[src/rtl/ram_wb_adapter.sv]
// rtl/ram_wb_adapter.sv - Wishbone classic slave in front of a single-port synchronous RAM.
// Byte-lane writes use read-modify-write because the RAM has no byte enables.
module ram_wb_adapter #(
  parameter int ADDRESS_WIDTH = 5,
  parameter int DATA_WIDTH    = 32,
  parameter int MEMORY_DEPTH  = 32
) (
  input  logic                    clk_i,
  input  logic                    rst_i,
  input  logic                    wbs_cyc_i,
  input  logic                    wbs_stb_i,
  input  logic                    wbs_we_i,
  input  logic [DATA_WIDTH/8-1:0] wbs_sel_i,
  input  logic [31:0]             wbs_adr_i,
  input  logic [DATA_WIDTH-1:0]   wbs_dat_i,
  output logic [DATA_WIDTH-1:0]   wbs_dat_o,
  output logic                    wbs_ack_o,
  output logic                    ram_we_o,
  output logic [ADDRESS_WIDTH-1:0] ram_address_o,
  output logic [DATA_WIDTH-1:0]   ram_data_o,
  input  logic [DATA_WIDTH-1:0]   ram_data_i
);

  localparam int SEL_WIDTH = DATA_WIDTH / 8;
  localparam logic [ADDRESS_WIDTH:0] DEPTH_W = MEMORY_DEPTH[ADDRESS_WIDTH:0];

  typedef enum logic [2:0] {
    IDLE, RD_ADDR, RD_DATA, RMW_RD, RMW_MERGE, WR, ACK
  } state_t;

  state_t                   state_q, state_d;
  logic                     ack_q, ack_d;
  logic [DATA_WIDTH-1:0]    rdat_q, rdat_d;
  logic                     ram_we_q, ram_we_d;
  logic [ADDRESS_WIDTH-1:0] ram_addr_q, ram_addr_d;
  logic [DATA_WIDTH-1:0]    ram_wdat_q, ram_wdat_d;
  logic [DATA_WIDTH-1:0]    dat_q, dat_d;
  logic [SEL_WIDTH-1:0]     sel_q, sel_d;

  logic [ADDRESS_WIDTH-1:0] idx;
  logic                     in_range;
  logic [DATA_WIDTH-1:0]    merged;
  logic                     unused_adr_bits;

  assign idx             = wbs_adr_i[ADDRESS_WIDTH+1:2];
  assign in_range        = ({1'b0, idx} < DEPTH_W);
  assign unused_adr_bits = ^{wbs_adr_i[31:ADDRESS_WIDTH+2], wbs_adr_i[1:0]};

  always_comb begin
    merged = ram_data_i;
    for (int b = 0; b < SEL_WIDTH; b++) begin
      if (sel_q[b]) merged[8*b +: 8] = dat_q[8*b +: 8];
    end
  end

  always_comb begin
    state_d    = state_q;
    ack_d      = 1'b0;
    rdat_d     = rdat_q;
    ram_we_d   = 1'b0;
    ram_addr_d = ram_addr_q;
    ram_wdat_d = ram_wdat_q;
    dat_d      = dat_q;
    sel_d      = sel_q;
    case (state_q)
      IDLE: begin
        if (wbs_cyc_i && wbs_stb_i) begin
          dat_d = wbs_dat_i;
          sel_d = wbs_sel_i;
          if (!in_range) begin
            state_d = ACK;
            ack_d   = 1'b1;
            if (!wbs_we_i) rdat_d = '0;
          end else if (!wbs_we_i) begin
            ram_addr_d = idx;
            state_d    = RD_ADDR;
          end else if (wbs_sel_i == '0) begin
            state_d = ACK;
            ack_d   = 1'b1;
          end else if (&wbs_sel_i) begin
            ram_addr_d = idx;
            ram_wdat_d = wbs_dat_i;
            ram_we_d   = 1'b1;
            state_d    = WR;
          end else begin
            ram_addr_d = idx;
            state_d    = RMW_RD;
          end
        end
      end
      RD_ADDR: state_d = RD_DATA;
      RD_DATA: begin
        // An aborted read neither acks nor disturbs the held read data.
        if (wbs_cyc_i) rdat_d = ram_data_i;
        ack_d   = wbs_cyc_i;
        state_d = ACK;
      end
      RMW_RD: state_d = RMW_MERGE;
      RMW_MERGE: begin
        ram_wdat_d = merged;
        ram_we_d   = 1'b1;
        state_d    = WR;
      end
      WR: begin
        ack_d   = wbs_cyc_i;
        state_d = ACK;
      end
      ACK:     state_d = IDLE;
      default: state_d = IDLE;
    endcase
  end

  always_ff @(posedge clk_i or posedge rst_i) begin
    if (rst_i) begin
      state_q    <= IDLE;
      ack_q      <= 1'b0;
      rdat_q     <= '0;
      ram_we_q   <= 1'b0;
      ram_addr_q <= '0;
      ram_wdat_q <= '0;
      dat_q      <= '0;
      sel_q      <= '0;
    end else begin
      state_q    <= state_d;
      ack_q      <= ack_d;
      rdat_q     <= rdat_d;
      ram_we_q   <= ram_we_d;
      ram_addr_q <= ram_addr_d;
      ram_wdat_q <= ram_wdat_d;
      dat_q      <= dat_d;
      sel_q      <= sel_d;
    end
  end

  assign wbs_ack_o     = ack_q;
  assign wbs_dat_o     = rdat_q;
  assign ram_we_o      = ram_we_q;
  assign ram_address_o = ram_addr_q;
  assign ram_data_o    = ram_wdat_q;

endmodule
[config.mk]
export PLATFORM = sky130hd
export DESIGN_NAME = ram_wb_adapter
export DESIGN_NICKNAME = d
export VERILOG_FILES = /design/src/rtl/ram_wb_adapter.sv
export SDC_FILE = /design/constraint.sdc
export NUM_CORES = 1
export LEC_CHECK = 0
export CORE_MARGIN = 2
export CORE_UTILIZATION = 41
export DETAILED_ROUTE_END_ITERATION = 8
export HOLD_SLACK_MARGIN = 0.02
export PLACE_DENSITY = 0.76
export SYNTH_ARGS = -nofsm -noshare
export SYNTH_HDL_FRONTEND = slang
export SYNTH_SLANG_ARGS = --single-unit
[constraint.sdc]
create_clock -name clk_i -period 4.1 [get_ports clk_i]
set_clock_uncertainty 0.2 [all_clocks]
set_input_delay 0.82 -clock clk_i [delete_from_list [all_inputs] [get_ports clk_i]]
set_output_delay 0.82 -clock clk_i [all_outputs]
set_load 0.05 [all_outputs]
### Word level (Yosys, flattened, before mapping)

Cells that the tools add are included.

* register bits after elaboration: 110
* input port bits: 105
* output and inout bits: 71

* eq/ne operators: 10
* multiplexer cells: 25
* reduce and logical (&&, ||, !) cells: 10

Operators with widths (number)
* 32-bit 2-to-1 mux: 4
* 32-bit case mux with 2 select lines: 1
* 8-bit 2-to-1 mux: 4
* 3-bit case mux with 5 select lines: 1
* 3-bit 2-to-1 mux: 4
* 5-bit 2-to-1 mux: 2
* 2-bit != test, second input constant: 5
* 1-bit 2-to-1 mux: 7
* 3-bit by 2-bit equality test with 1-bit output, second input constant: 2
* 3-bit equality test, second input constant: 2
* 5-bit AND reduction: 1
* 4-bit logical NOT: 1
* 1-bit case mux with 2 select lines: 2
* 2-bit AND reduction: 2
* 4-bit AND reduction: 1
* 3-bit by 1-bit equality test with 1-bit output, second input constant: 1
* 3-bit logical NOT: 1
* 3-bit AND reduction: 1
* 2-bit nonzero test: 1
* 2-bit OR reduction: 1
* 1-bit logical AND: 1

### Depth between registers and ports, before layout

Gate-level depths: netlist (run 1).

* depth in word-level cells: 6
* gate-level depth with buffers: 6

### Worst setup path after synthesis (run 1)

Ideal clock, no wire load.

* path type: input to register
* start: input port wbs_sel_i[1]
* end: register ram_addr_q[0], in the netlist ram_address_o[0]
* library setup time: 0.125 ns
* arrival: 1.937 ns
* data required time: 3.775 ns
* setup slack: 1.838 ns
* stages on the path: 3
* buffers on the path: 0
* cell sequence: nor4_1 -> a2111oi_4 -> mux2_2

* cells in the longest elaborated chain, start to end: 3

RTL lines
* from (decl): line 13 `input logic [DATA_WIDTH/8-1:0] wbs_sel_i,`
* 4-bit logical NOT: line 77 `end else if (wbs_sel_i == '0) begin`
* 2-bit != test (no line)
* 3-bit AND reduction (no line)
* to (signal assigned): line 128 `ram_addr_q <= ram_addr_d;`
* to (decl): line 35 `logic [ADDRESS_WIDTH-1:0] ram_addr_q, ram_addr_d;`

No other way between the ends.
A chain may end at the register's enable or synchronous reset.

### Worst setup path after layout (run 1)

* start: register ram_wdat_q[20], in the netlist ram_data_o[20]
* end: output port ram_data_o[20]

RTL lines
* from (decl): line 36 `logic [DATA_WIDTH-1:0] ram_wdat_q, ram_wdat_d;`
* from (signal assigned): line 129 `ram_wdat_q <= ram_wdat_d;`
* to (decl): line 20 `output logic [DATA_WIDTH-1:0] ram_data_o,`

No word-level cell between the ends.

==> results of run 1 <==
-- power breakdown --
group          internal, uW  leakage [uW]  switching, uW
registers              1640       0.00132            427
clock network           569      0.000162            400
logic                  1450       0.00149           2150
-- final cells by class --
class,instances,area (sq um)
Timing Repair Buffer,160,1584
Inverter,34,130.1
Fill cell,1042,5329
Clock buffer,11,252.7
Clock inverter,5,81.33
Sequential cell,110,2753
Tap cell,172,215.2
Multi-Input combinational cell,230,2121
-- kinds of logic after synthesis --
kind of cell,after synthesis,share of synthesized area [%]
AO/OA/AOI/OAI,75,12.60
AND/OR/NAND/NOR,50,6.072
flip-flops,110,53.22
buffers and inverters,71,6.023
multiplexers,105,22.09
-- worst paths after layout --
kind | endpoint | slack [ns] | start | cells after the start
setup / recovery | ram_data_o[20] | 1.49 | ram_data_o[20] | 1
hold / removal | dat_q[24] | 0.29 | dat_q[24] | 1
setup reg to reg | ram_address_o[3] | 1.56 | state_q[1] | 3
hold reg to reg | dat_q[24] | 0.29 | dat_q[24] | 1
max in group asynchronous | dat_q[22] | 1.98 | rst_i | 3
min in group asynchronous | ram_data_o[17] | 0.73 | rst_i | 2
-- state kept, by name, summed over array words and instances, names as in the netlist --
signal	cells
ram_address_o	5
state_q	3
wbs_dat_o	32
ram_data_o	32
ram_we_o	1
sel_q	4
dat_q	32
wbs_ack_o	1
-- per-layer routing --
metal	track usage (%)	part of all wire [%]	up-vias
met4	7.619	1.4	0
met3	5.501	6.0	14
li1	-	-	1804
met2	38.29	51	132
met5	0	0	-
met1	26.71	42	2123
-- stage by stage --
stage	util (%)	setup slack [ns]	instance area, sq um
final	57.25	1.486	7137
after global routing	57.25	1.437	7137
after CTS	57.25	1.478	7137
after detailed placement	54.57	1.165	6803
after global placement	54.57	1.244	6803
after floorplan	-	0.1777	5172
-- Yosys cell counts --
cell type  count  area (sq um)
a21oi_1        5         25.02
mux2_2        52         585.6
nor3_4         1         16.27
nor2_1         3         11.26
dfrtp_1      110          2753
or2_2          1         6.260
buf_1          4         15.01
nand4_1       34         212.7
inv_1         34         127.6
nor3_1         1         5.000
a21boi_0       1         7.510
a21o_1         1         7.510
mux2_1        21         236.5
and4_1         1         8.760
o311ai_0      32         280.3
or3b_2         1         8.760
and2_1         3         18.77
o21ba_2        1         10.01
buf_6          5         56.30
nand2_1        2         7.510
mux2i_1       32         320.3
nor4_1         1         6.260
o22ai_1        1         6.260
a2111oi_4      1         27.53
buf_2          6         30.03
or2_1          1         6.260
clkbuf_1      22         82.58
o211ai_1       1         7.510
and3_1         1         6.260
a2bb2oi_1     32         280.3
==> flow_summary.ini, run 1 <==
[route]
vias_per_cell = 5.641
first_pass_iters = 4
wire_per_inst_um = 20.05
drc = 0
postRouteAntennaNets = 0
first_iter_violations = 191
via_count = 4073
wl_um = 14470

[clocking]
clock_path_buffers = 2
cts_hold_buf = 0
clkLatencyLatePin_ns = 0.35
cts_made_buffers = 9
cts_tree = yes
clkSlewWorstSetupHoldPaths_ns = 0.07
root_buffer = clkbuf_16
cts.sinks = 110
htreeDepth = 3
post-cts-setup-buffer-count = 0
cts_resized = 0

[floorplan]
rows = 41
initial_core_util_pct = 41.49
design.die.area_sq_um = 13530
die_x_um = 116.3
coreArea_sq_um = 12470
io-pin-count = 176
die_h_um = 116.3

[critical_path]
slowest_stage = clkdlybuf4s50_1
worstPathCellList = clkdlybuf4s50_1
critPathTopFamily = buffers and inverters
crit_type = reg2out
cp.required_ns = 3.08
critPathMaxFanout = 3
slowest_delay_ns = 0.85
cp.buffers_inverters = 1
cp-end-kind = output port
arrival_ns = 1.59
start_kind = flop

[sta]
fin_crit_ns = 2.614
setup_viol = 0
final_max_slew_viol_count = 0
grt_setup_unrepaired = no
relSlewSlack_pct = 40.36
fin_crit_sh_pct = 63.76
fmax_ghz = 0.3826
hold_viol_final = 0
hold_ws_ns = 0.2904
worstMarginPinSlew_ns = 0.8945
tns_ns = 0

[layout]
fin_nets = 650
antenna_cells = 0
drive_gt1_share_pct = 16.18
stdcell_count = 722
final_cell_mix = clkdlybuf4s50_1 (148), dfrtp_1 (110), mux2_2 (52)
final_common_cell = clkdlybuf4s50_1
syn_to_final_growth_pct = 37.98

[synthesis]
synth_nets = 516
synth-seq-area-share_pct = 53.22
netlist_area_sq_um = 5172
synth_area_per_cell_sq_um = 12.59
ys_warn_count = 0
ys_ff_latch = 110
synthCells = 411
yosys.cell_types.count = 30

[placement]
post-dp-hpwl_um = 9544
place.gp.congestion = 0.7826
placedCellCount = 706
portBuffers = 148

[grt]
globalRouteTotalUtil_pct = 22.03
grt_pass1_vias = 4438
grt_pass1_wl_um = 22800
grt_antenna_before_repair = 0
grt_overflow = 0
grt_max_degree = 53

[worst_hold_path]
hold_class = reg2reg

[run_status]
outcome = complete, no violations

[pwr]
report.power.total_uw = 6642
cellPowerDensity_nw_per_um2 = 930.6
ir_drop_v = 0.0004958
p_leak_uw = 0.002970

[run]
drv_cap = 0
Note: power is estimated with default switching activity, not from simulation.
==> run 2, diff against run 1 <==
clock period = 2.4 ns   (was 4.1 ns; I/O delays follow)
==> flow_summary.ini, run 2 (synthesis results as in run 1) <==
[floorplan]
die_x_um = 116.3
rows = 41
initial_core_util_pct = 41.49
io-pin-count = 176
coreArea_sq_um = 12470
die_h_um = 116.3
design.die.area_sq_um = 13530

[grt]
grt_max_degree = 78
grt_pass1_vias = 4324
grt_antenna_before_repair = 0
globalRouteTotalUtil_pct = 21.34
grt_overflow = 0
grt_pass1_wl_um = 22130

[critical_path]
cp.required_ns = 1.72
cp.buffers_inverters = 1
critPathMaxFanout = 3
arrival_ns = 1.59
slowest_stage = clkdlybuf4s50_1
slowest_delay_ns = 0.86
critPathTopFamily = buffers and inverters
crit_type = reg2out
cp-end-kind = output port
worstPathCellList = clkdlybuf4s50_1
start_kind = flop

[sta]
final_max_slew_viol_count = 0
fin_crit_sh_pct = 94.64
setup_viol = 0
worstMarginPinSlew_ns = 0.8972
relSlewSlack_pct = 40.19
fmax_ghz = 0.4403
grt_setup_unrepaired = no
hold_viol_final = 0
fin_ws_ns = 0.1286
tns_ns = 0
fin_crit_ns = 2.271

[layout]
final_cell_mix = clkdlybuf4s50_1 (148), dfrtp_1 (110), mux2_2 (52)
fin_nets = 664
final_common_cell = clkdlybuf4s50_1
multi_input_area_sq_um = 2121
drive_gt1_share_pct = 17.79
fillCellCount = 1003
syn_to_final_growth_pct = 39.94
stdcell_count = 734
seq_area_sq_um = 2753
antenna_cells = 0

[pwr]
p_leak_uw = 0.003018
power_switching_uw = 5048
ir_drop_v = 0.0009030
cellPowerDensity_nw_per_um2 = 1547
power_frac_comb_pct = 55.6
internal-power_uw = 6151
p_seq_share_pct = 31.5
p_clk_share_pct = 12.9
p_sw_share_pct = 45.08

[clocking]
cts_tree = yes
root_buffer = clkbuf_16
cts.sinks = 110
cts_resized = 0
cts_hold_buf = 0
post-cts-setup-buffer-count = 0
htreeDepth = 3
cts_made_buffers = 9
clkSlewWorstSetupHoldPaths_ns = 0.07
clkLatencyLatePin_ns = 0.34
clock_path_buffers = 2

[route]
first_iter_violations = 196
first_pass_iters = 4
wl_um = 14060
vias_per_cell = 5.612
postRouteAntennaNets = 0
via_count = 4119
wire_per_inst_um = 19.15
drc = 0

[run_status]
outcome = complete, no violations

[placement]
place.gp.congestion = 0.7938
pre_cts_ws_ns = -0.01545
portBuffers = 148
post-dp-hpwl_um = 9727
placedCellCount = 720

[run]
drv_cap = 0

[worst_hold_path]
hold_class = reg2reg
run 2: cell types whose count changed in the layout (fill, tap and decap cells not counted):
cell        previous run  this run
clkinv_4               1         0
buf_12                 1         5
clkbuf_1               0         1
inv_4                  1         0
bufinv_16              2         1
clkinvlp_4             1         3
clkbuf_8               2         0
buf_4                 11        21
run 2: layout make-up:
class | count | share of cell area, %
Sequential cell | 110 | 38.03
Tap cell | 172 | 2.973
Multi-Input combinational cell | 230 | 29.30
Clock inverter | 4 | 0.6914
Inverter | 34 | 1.815
Timing Repair Buffer | 174 | 24.03
Clock buffer | 10 | 3.163
run 2: stage by stage:
step | area, sq um | util (%) | hold WS (ns) | total power, uW
6_report | 7238 | 58.06 | 0.2896 | 11200
5_1_grt | 7238 | 58.06 | 0.3021 | 11780
4_1_cts | 7238 | 58.06 | 0.2912 | 11300
3_5_place_dp | 6959 | 55.83 | 0.2763 | 9824
3_3_place_gp | 6959 | 55.83 | 0.2665 | 9579
2_1_floorplan | 5176 | - | 0.2579 | 7697
run 2: per-layer routing:
layer | global-route usage [%] | part of all wire [%]
met3 | 5.553 | 7.2
met2 | 35.85 | 49
met5 | 0 | 0
met1 | 26.69 | 42
met4 | 7.698 | 1.6
run 2: power groups by stage:
stage	registers (uW)	logic (uW)	clock network (uW)
2_1_floorplan	5430	2270	0
3_3_place_gp	3490	6090	0
3_5_place_dp	3560	6270	0
4_1_cts	3530	6280	1480
5_1_grt	3660	6570	1560
6_report	3530	6230	1440
run 2: path summary, 6_finish.rpt:
path,startpoint,to,slack [ns],cells past startpoint
hold / removal,dat_q[21],dat_q[21],0.29,1
setup / recovery,ram_data_o[14],ram_data_o[14],0.13,1
min in group asynchronous,rst_i,dat_q[15],0.40,3
hold reg to reg,dat_q[21],dat_q[21],0.29,1
setup reg to reg,state_q[0],ram_address_o[1],0.28,4
max in group asynchronous,rst_i,ram_data_o[31],1.26,3
==> run 3, diff against run 2 <==
CORE_ASPECT_RATIO = 0.6   (was not set)
==> flow_summary.ini, run 3 (synthesis results as in run 1) <==
[run_status]
outcome = complete, no violations

[critical_path]
crit_type = reg2out
reg2reg_slack_ns = 0.32
cp.required_ns = 1.72
cp-end-kind = output port
r2r-end = ram_data_o[29]
slowest_delay_ns = 0.85
cp.buffers_inverters = 1
slowest_stage = clkdlybuf4s50_1
arrival_ns = 1.58
r2r-start = state_q[1]
critPathTopFamily = buffers and inverters
rr_worst_depth = 4
start_kind = flop
critPathMaxFanout = 3
worstPathCellList = clkdlybuf4s50_1

[route]
wl_um = 14690
via_count = 4146
first_pass_iters = 4
drc = 0
wire_per_inst_um = 20.21
postRouteAntennaNets = 0
vias_per_cell = 5.703
first_iter_violations = 199

[sta]
worstMarginPinSlew_ns = 0.8787
fmax_ghz = 0.4427
hold_viol_final = 0
setup_viol = 0
fin_ws_ns = 0.1413
relSlewSlack_pct = 41.42
fin_crit_sh_pct = 94.11
tns_ns = 0
final_max_slew_viol_count = 0
fin_crit_ns = 2.259
grt_setup_unrepaired = no

[floorplan]
design.die.area_sq_um = 13560
die_x_um = 149.0
die_h_um = 91
initial_core_util_pct = 42.47
rows = 31
coreArea_sq_um = 12180
io-pin-count = 176

[clocking]
clkSlewWorstSetupHoldPaths_ns = 0.07
clkLatencyLatePin_ns = 0.34
post-cts-setup-buffer-count = 0
cts_hold_buf = 0
cts_tree = yes
root_buffer = clkbuf_16
htreeDepth = 3
cts_resized = 0
clock_path_buffers = 2
cts.sinks = 110
cts_made_buffers = 9

[grt]
grt_pass1_wl_um = 23630
grt_pass1_vias = 4460
globalRouteTotalUtil_pct = 22.15
grt_overflow = 0
grt_max_degree = 111
grt_antenna_before_repair = 0

[pwr]
power_switching_uw = 5148
p_sw_share_pct = 45.78
p_leak_uw = 0.003022
ir_drop_v = 0.0007600
power_frac_comb_pct = 55.3
p_seq_share_pct = 31.6
cellPowerDensity_nw_per_um2 = 1559
p_clk_share_pct = 13.1
internal-power_uw = 6097

[worst_hold_path]
min_from = dat_q[12]
whs_path_depth = 1
holdPathEnd = dat_q[12]
hold_class = reg2reg

[layout]
antenna_cells = 0
fin_nets = 662
final_common_cell = clkdlybuf4s50_1
fin_area_sq_um = 7214
drive_gt1_share_pct = 18.33
final_cell_mix = clkdlybuf4s50_1 (147), dfrtp_1 (110), mux2_2 (52)
syn_to_final_growth_pct = 39.48

[run]
drv_cap = 0

[placement]
place.gp.congestion = 0.7412
pre_cts_ws_ns = 0.03329
place_area_sq_um = 6922
post-dp-hpwl_um = 9749
portBuffers = 148
run 3: cell count changes in the layout (fill, tap and decap cells not counted), sizes merged:
cell,change
buf,-1
bufinv,-1
clkbuf,+1
clkdlybuf4s50,-1
clkinv,+1
clkinvlp,-2
inv,+3
run 3: worst max-delay path by stage:
stage,from,end,depth (start not counted)
after floorplan,rst_i,dat_q[0],1
after global placement,wbs_sel_i[1],ram_address_o[1],6
after detailed placement,wbs_cyc_i,ram_data_o[3],6
after CTS,ram_data_o[0],ram_data_o[0],1
after global routing,ram_data_o[15],ram_data_o[15],1
final,ram_data_o[29],ram_data_o[29],1
run 3: cell type report:
class / count / area (sq um)
clock buffers: 11 / 252.7
well taps: 165 / 206.4
repair buffers: 172 / 1709
inverters: 34 / 131.4
flip-flops and latches: 110 / 2753
multi-input cells: 230 / 2122
fillers: 1004 / 4965
clock inverters: 5 / 40.04
run 3: power by group through the flow:
| stage | Sequential (uW) | Combinational, uW | Clock, uW |
|---|---|---|---|
| 2_1_floorplan | 5430 | 2270 | 0 |
| 3_3_place_gp | 3480 | 6070 | 0 |
| 3_5_place_dp | 3580 | 6240 | 0 |
| 4_1_cts | 3550 | 6260 | 1520 |
| 5_1_grt | 3670 | 6550 | 1610 |
| 6_report | 3550 | 6220 | 1480 |
run 3: through the flow:
stage          hold slack (ns)  total power, uW  cells  utilization, %
3_5_place_dp            0.2828             9820    711           56.83
4_1_cts                 0.2995            11340    727           59.24
3_3_place_gp            0.2665             9552    711           56.83
2_1_floorplan           0.2579             7697    411               -
5_1_grt                 0.3090            11830    727           59.24
6_report                0.2964            11250    727           59.24
run 3: worst register-to-register path, stage by stage (launching register included):
cell and delay, ns:
dfrtp_1 0.37, buf_4 0.16, or3b_2 0.83, a2bb2oi_1 0.25, o311ai_0 0.14
run 3: per-layer routing:
metal | vias to the layer above | routed length, um | GRT usage [%]
met2 | 187 | 6674 | 34.25
met3 | 16 | 1281 | 7.035
li1 | 1837 | - | -
met5 | - | 0 | 0
met1 | 2106 | 6581 | 30.18
met4 | 0 | 154 | 5.873
